File: config.mk
export PLATFORM = sky130hd
export DESIGN_NAME = hazard_scoreboard
export DESIGN_NICKNAME = d
export VERILOG_FILES = /design/src/rtl/hazard_scoreboard.sv
export SDC_FILE = /design/constraint.sdc
export NUM_CORES = 1
export LEC_CHECK = 0
export CAP_MARGIN = 20
export CORE_MARGIN = 1.5
export CORE_UTILIZATION = 40
export CTS_CLUSTER_SIZE = 10
export DETAILED_ROUTE_END_ITERATION = 7
export PLACE_DENSITY = 0.67
export SLEW_MARGIN = 20
export SYNTH_ARGS = -nofsm -noshare
export SYNTH_HDL_FRONTEND = slang
export SYNTH_SLANG_ARGS = --single-unit
File: constraint.sdc
create_clock -name clk -period 5.9 [get_ports clk]
set_input_delay 1.77 -clock clk [delete_from_list [all_inputs] [get_ports clk]]
set_output_delay 1.77 -clock clk [all_outputs]
set_load 0.01 [all_outputs]
File: src/rtl/hazard_scoreboard.sv
// Pipeline hazard controller between decode and exec/ma/wb.
// Tracks in-flight destinations in a shadow pipeline and outstanding
// long-latency destinations in a pending bitmap. For each decode operand
// it produces a forwarding select and a stall request, and it also
// sequences branch flushes.
module hazard_scoreboard #(
    parameter int NSTAGE    = 3,
    parameter int NSRC      = 3,
    parameter int ADDR_W    = 6,
    parameter int LAT_W     = 2,
    parameter int MAX_LR    = 4,
    parameter int FLUSH_CYC = 3,
    parameter int SEL_W     = $clog2(NSTAGE+2)
) (
    input  logic                          clk,
    input  logic                          rst,
    input  logic                          dec_valid,
    input  logic [NSRC*ADDR_W-1:0]        dec_src_addr,
    input  logic [NSRC-1:0]               dec_src_used,
    input  logic [ADDR_W-1:0]             dec_dst_addr,
    input  logic                          dec_dst_we,
    input  logic [LAT_W-1:0]              dec_lat,
    input  logic                          dec_long,
    input  logic                          dec_io_wait,
    input  logic                          lr_done,
    input  logic [ADDR_W-1:0]             lr_dst,
    input  logic                          branch_taken,
    output logic                          stall,
    output logic                          issue,
    output logic                          flush,
    output logic [NSRC*SEL_W-1:0]         fwd_sel,
    output logic [$clog2(MAX_LR+1)-1:0]   lr_count
);

    localparam int NREG  = 1 << ADDR_W;
    localparam int CNT_W = $clog2(MAX_LR+1);
    localparam int FC_W  = $clog2(FLUSH_CYC+1);

    logic [NSTAGE:1]    sh_v;
    logic [ADDR_W-1:0]  sh_dst [1:NSTAGE];
    logic [LAT_W-1:0]   sh_lat [1:NSTAGE];
    logic [NREG-1:0]    pending;
    logic [FC_W-1:0]    fcnt;

    logic               flush_c;
    logic               hazard;
    logic               long_hz;
    logic               stall_c;
    logic               issue_c;
    logic               long_issue;
    logic [ADDR_W-1:0]  src;
    logic [SEL_W-1:0]   sel;
    logic               found;
    logic               hz;
    logic [NSRC*SEL_W-1:0] fwd_c;

    // Operand lookup: youngest shadow entry first, then the long-latency
    // result bus, then the pending bitmap. A stalled operand reports 0.
    always_comb begin
        hazard = 1'b0;
        fwd_c  = '0;
        src    = '0;
        sel    = '0;
        found  = 1'b0;
        hz     = 1'b0;
        for (int unsigned i = 0; i < NSRC; i++) begin
            src   = dec_src_addr[i*ADDR_W +: ADDR_W];
            sel   = '0;
            found = 1'b0;
            hz    = 1'b0;
            if (dec_src_used[i] && src != '0) begin
                for (int unsigned k = 1; k <= NSTAGE; k++) begin
                    if (!found && sh_v[k] && sh_dst[k] == src) begin
                        found = 1'b1;
                        if (k >= int'(sh_lat[k])) sel = SEL_W'(k);
                        else                      hz  = 1'b1;
                    end
                end
                if (!found) begin
                    if (lr_done && lr_dst == src) sel = SEL_W'(NSTAGE+1);
                    else if (pending[src])        hz  = 1'b1;
                end
            end
            fwd_c[i*SEL_W +: SEL_W] = sel;
            hazard = hazard | hz;
        end
        long_hz = dec_long & dec_dst_we &
                  (((dec_dst_addr != '0) & pending[dec_dst_addr] &
                    ~(lr_done & (lr_dst == dec_dst_addr))) |
                   ((lr_count == CNT_W'(MAX_LR)) & ~lr_done));
    end

    // Issue/stall/flush decision; all outputs held low during reset.
    always_comb begin
        flush_c    = branch_taken | (fcnt != '0);
        stall_c    = dec_valid & ~flush_c & (hazard | long_hz | dec_io_wait);
        issue_c    = dec_valid & ~flush_c & ~stall_c;
        long_issue = issue_c & dec_dst_we & dec_long;
        stall      = ~rst & stall_c;
        issue      = ~rst & issue_c;
        flush      = ~rst & flush_c;
        fwd_sel    = rst ? '0 : fwd_c;
    end

    // Shadow pipeline: entry 1 captures the issuing short-latency writer,
    // older entries shift down unconditionally.
    always_ff @(posedge clk) begin
        if (rst) begin
            sh_v <= '0;
        end else begin
            sh_v[1] <= issue_c & dec_dst_we & ~dec_long;
            for (int unsigned k = 2; k <= NSTAGE; k++) sh_v[k] <= sh_v[k-1];
        end
        sh_dst[1] <= dec_dst_addr;
        sh_lat[1] <= dec_lat;
        for (int unsigned k = 2; k <= NSTAGE; k++) begin
            sh_dst[k] <= sh_dst[k-1];
            sh_lat[k] <= sh_lat[k-1];
        end
    end

    // Pending bitmap and outstanding count; a same-cycle set beats the clear.
    always_ff @(posedge clk) begin
        if (rst) begin
            pending  <= '0;
            lr_count <= '0;
        end else begin
            if (lr_done)    pending[lr_dst]       <= 1'b0;
            if (long_issue) pending[dec_dst_addr] <= 1'b1;
            if (long_issue && !lr_done && lr_count != CNT_W'(MAX_LR))
                lr_count <= lr_count + 1'b1;
            else if (lr_done && !long_issue && lr_count != '0)
                lr_count <= lr_count - 1'b1;
        end
    end

    // Flush counter: reload on every taken branch, else count down to 0.
    always_ff @(posedge clk) begin
        if (rst)               fcnt <= '0;
        else if (branch_taken) fcnt <= FC_W'(FLUSH_CYC-1);
        else if (fcnt != '0)   fcnt <= fcnt - 1'b1;
    end

endmodule

==> impl_metrics.json <==
{
  "status": "finished with violations",
  "violations": "setup timing",
  "cp-end-kind": "output port",
  "finalHoldViolCount": 0,
  "syn_to_final_growth_pct": 35.4,
  "p_switching_uw": 553,
  "place.gp.congestion": 0.987,
  "ys_ff_latch": 94,
  "crit_path_frequent_cell": "buf_2",
  "ant_nets": 0,
  "finish.utilization_pct": 55.9,
  "wl_mm": 29.9,
  "crit_chain": "buf_2 -> buf_16 -> xnor2_1 -> nand4_1 -> nor4_2 -> buf_4 -> mux2i_2 -> o22ai_2 -> a2111oi_4 -> nor2b_4 -> buf_6 -> nor3_2 -> buf_2",
  "cts_tree": "built",
  "use_met2_pct": 51.6,
  "yosys_warnings": 0,
  "firstDrtPassIters": 7,
  "synth-edff-count": 0,
  "grt.total_usage_pct": 32.1,
  "p_leak_nw": 3.73,
  "p_seq_share_pct": 38.5,
  "dieWidth_um": 137,
  "ctsHoldBuffers": 0,
  "coreArea_um2": 17500,
  "min_period_over_period_pct": 101,
  "grt_max_degree": 65,
  "ios": 58,
  "grt_overflow": 0,
  "synthCells": 799,
  "worstMarginPinSlew_ns": 1.11,
  "hold_ws_ns": 0.333,
  "crit_type": "in -> out",
  "grt_pass1_vias": 7604,
  "mostFrequentLayoutCell": "buf_4",
  "cp-start-kind": "input port",
  "critPathMaxFanout": 8,
  "drt_iter0_drc": 976,
  "grt_antenna_before_repair": 1,
  "worstPathArrival_ns": 4.20,
  "syn_nets": 843,
  "ys.flop_type": "dfxtp_1",
  "dieArea_um2": 18900,
  "reg2reg_setup_slack_ns": 2.09,
  "finalClockSkew_ns": 0.0146,
  "slew_viol_final": 0,
  "std_cell_rows": 48,
  "synth_cell_type_count": 69,
  "cap_violations": 0,
  "crit_required_ns": 4.13,
  "globalRouteMet3Util_pct": 8.72,
  "hp-class": "reg -> reg",
  "grt_util_met1_pct": 39.0,
  "htreeDepth": 3,
  "finalSetupTns_ns": -0.138,
  "slew_headroom_pct": 25.4,
  "max_freq_ghz": 0.167,
  "clk_pin_slew_ns": 0.07,
  "fin_ws_ns": -0.0737,
  "design_area_um2": 9780,
  "period_needed_ns": 5.97,
  "netlist_area_um2": 7220,
  "grt_pass1_wl_mm": 44.5,
  "clockBufferDepth": 2,
  "grt_setup_unrepaired": "true",
  "cts_root_buf": "clkbuf_16",
  "pwr_density_cell_nw_per_um2": 180,
  "wire_per_inst_um": 25.3,
  "setup_violations": 3,
  "start_util_pct": 41.3,
  "switching_share_pct": 31.3,
  "internal_power_mw": 1.21,
  "slowest_stage": "nor4_2",
  "critPathMaxStageDelay_ns": 0.38,
  "dpl.hpwl_mm": 21.4,
  "die_y_um": 137,
  "syn_area_per_cell_um2": 9.04,
  "clkSinkCount": 94,
  "num-nets-final": 994,
  "clk_latency_ns": 0.37,
  "pwr-share-clk_pct": 35.8,
  "placed_area_um2": 8750,
  "dr_total_vias": 7738,
  "yosysSeqAreaShare_pct": 26.1,
  "vdd_ir_drop_max_v": 0.000159,
  "drive_gt1_share_pct": 31.7,
  "p_comb_share_pct": 25.8,
  "antennaDiodeCount": 0,
  "portBuffers": 57,
  "synthArstFlopShare_pct": 0,
  "numCtsBuffers": 9,
  "viasPerCell": 6.56,
  "busiest_layer": "met2",
  "drcViolationCount": 0,
  "most-common-layout-cells": "buf_4 (123), dfxtp_1 (94), nand2_1 (65)"
}
## path summary, 6_finish.rpt
kind / to / depth (start not counted) / start
setup reg to reg: lr_count[1] / 12 / sh_dst[0][8]
hold reg to reg: sh_lat[2][0] / 0 / sh_lat[1][0]
hold / removal: sh_lat[2][0] / 0 / sh_lat[1][0]
setup / recovery: stall / 13 / dec_src_addr[8]
## state kept, by name, indices dropped and copies added, names as in the netlist
register  count
fcnt          2
lr_count      3
pending      64
sh_dst       18
sh_lat        4
sh_v          3
## per-stage QoR
stage               cells  worst slack [ns]  power, mW
floorplan             799            0.0185      0.910
global placement     1131             -1.14       1.08
detailed placement   1131             -1.13       1.08
CTS                  1175           0.00314       1.75
global route         1180            -0.204       1.82
finish               1180           -0.0737       1.76
## layer usage
layer  vias up  routed length [µm]
met5         -                  17
met4         2                1540
met3       131                3200
met2       497               13700
met1      3721               11400
li1       3387                   -
## synthesized netlist by cell type, types with 4 or more instances
library cell / number / share of area, %
buf_4: 5 / 0.52
a31oi_1: 4 / 0.35
nor3b_1: 6 / 0.62
a41o_1: 7 / 0.97
or3_1: 4 / 0.35
a22oi_1: 5 / 0.52
a21oi_1: 21 / 1.5
a211oi_1: 6 / 0.62
nor2b_1: 18 / 1.6
nor4b_1: 4 / 0.49
o211ai_1: 25 / 2.6
mux2i_1: 30 / 4.2
a221oi_1: 14 / 1.7
inv_1: 6 / 0.31
xnor2_1: 48 / 5.8
xor2_1: 30 / 3.6
or4_1: 5 / 0.52
buf_2: 18 / 1.2
nand3_1: 24 / 1.7
and2_1: 11 / 0.95
a22o_1: 4 / 0.49
nand2b_1: 9 / 0.78
a31o_1: 16 / 1.9
nor2_1: 30 / 1.6
nand2_1: 66 / 3.4
nand4_1: 24 / 2.1
mux2_2: 19 / 3.0
and3_1: 5 / 0.43
nor4_1: 16 / 1.4
dfxtp_1: 94 / 26
clkbuf_1: 42 / 2.2
mux4_2: 39 / 12
o211a_1: 8 / 1.1
o22ai_1: 4 / 0.35
o21bai_1: 4 / 0.42
nor3_1: 15 / 1.0
nand3b_1: 10 / 1.0
o21ai_0: 48 / 3.3
## critical path: cells and delay by family
family / cells / cell delay [ns]
xor+xnor: 1 / 0.17
compound gates: 2 / 0.52
buf+inv: 5 / 0.73
mux: 1 / 0.23
simple gates: 4 / 0.77
## area by class of cell
class / count / area, µm²
clock buffers: 9 / 225
clock inverters: 7 / 80.1
fillers: 1517 / 7700
inverters: 7 / 26.3
multi-input cells: 629 / 5370
flip-flops and latches: 94 / 1880
well taps: 225 / 282
repair buffers: 209 / 1910
## logic make-up (layout without fill, tap and decap cells)
group                    Yosys count  in the layout  share of synthesized area, %
XOR/XNOR                          78             78                          9.46
adder cells (fa/ha/maj)            1              1                         0.277
multiplexers                      88             88                          19.3
AO/OA/AOI/OAI                    200            200                          20.4
AND/OR/NAND/NOR                  262            262                          19.9
flip-flops                        94             94                          26.1
buffers and inverters             76            232                          4.63
## power groups by stage
stage | clock network, mW | logic, mW | registers, mW
5_1_grt | 0.652 | 0.483 | 0.682
2_1_floorplan | 0 | 0.220 | 0.690
6_report | 0.631 | 0.455 | 0.679
4_1_cts | 0.630 | 0.440 | 0.678
3_5_place_dp | 0 | 0.391 | 0.692
3_3_place_gp | 0 | 0.388 | 0.691
## timing repair
action | 4_1_cts | 5_1_grt
endpoints found under the setup margin | 11 | 6
pin swaps | 33 | 10
gates cloned | 2 | 1
gates resized for setup | 132 | 26
setup buffers | 27 | 4
(Power assumes the default switching activity.)
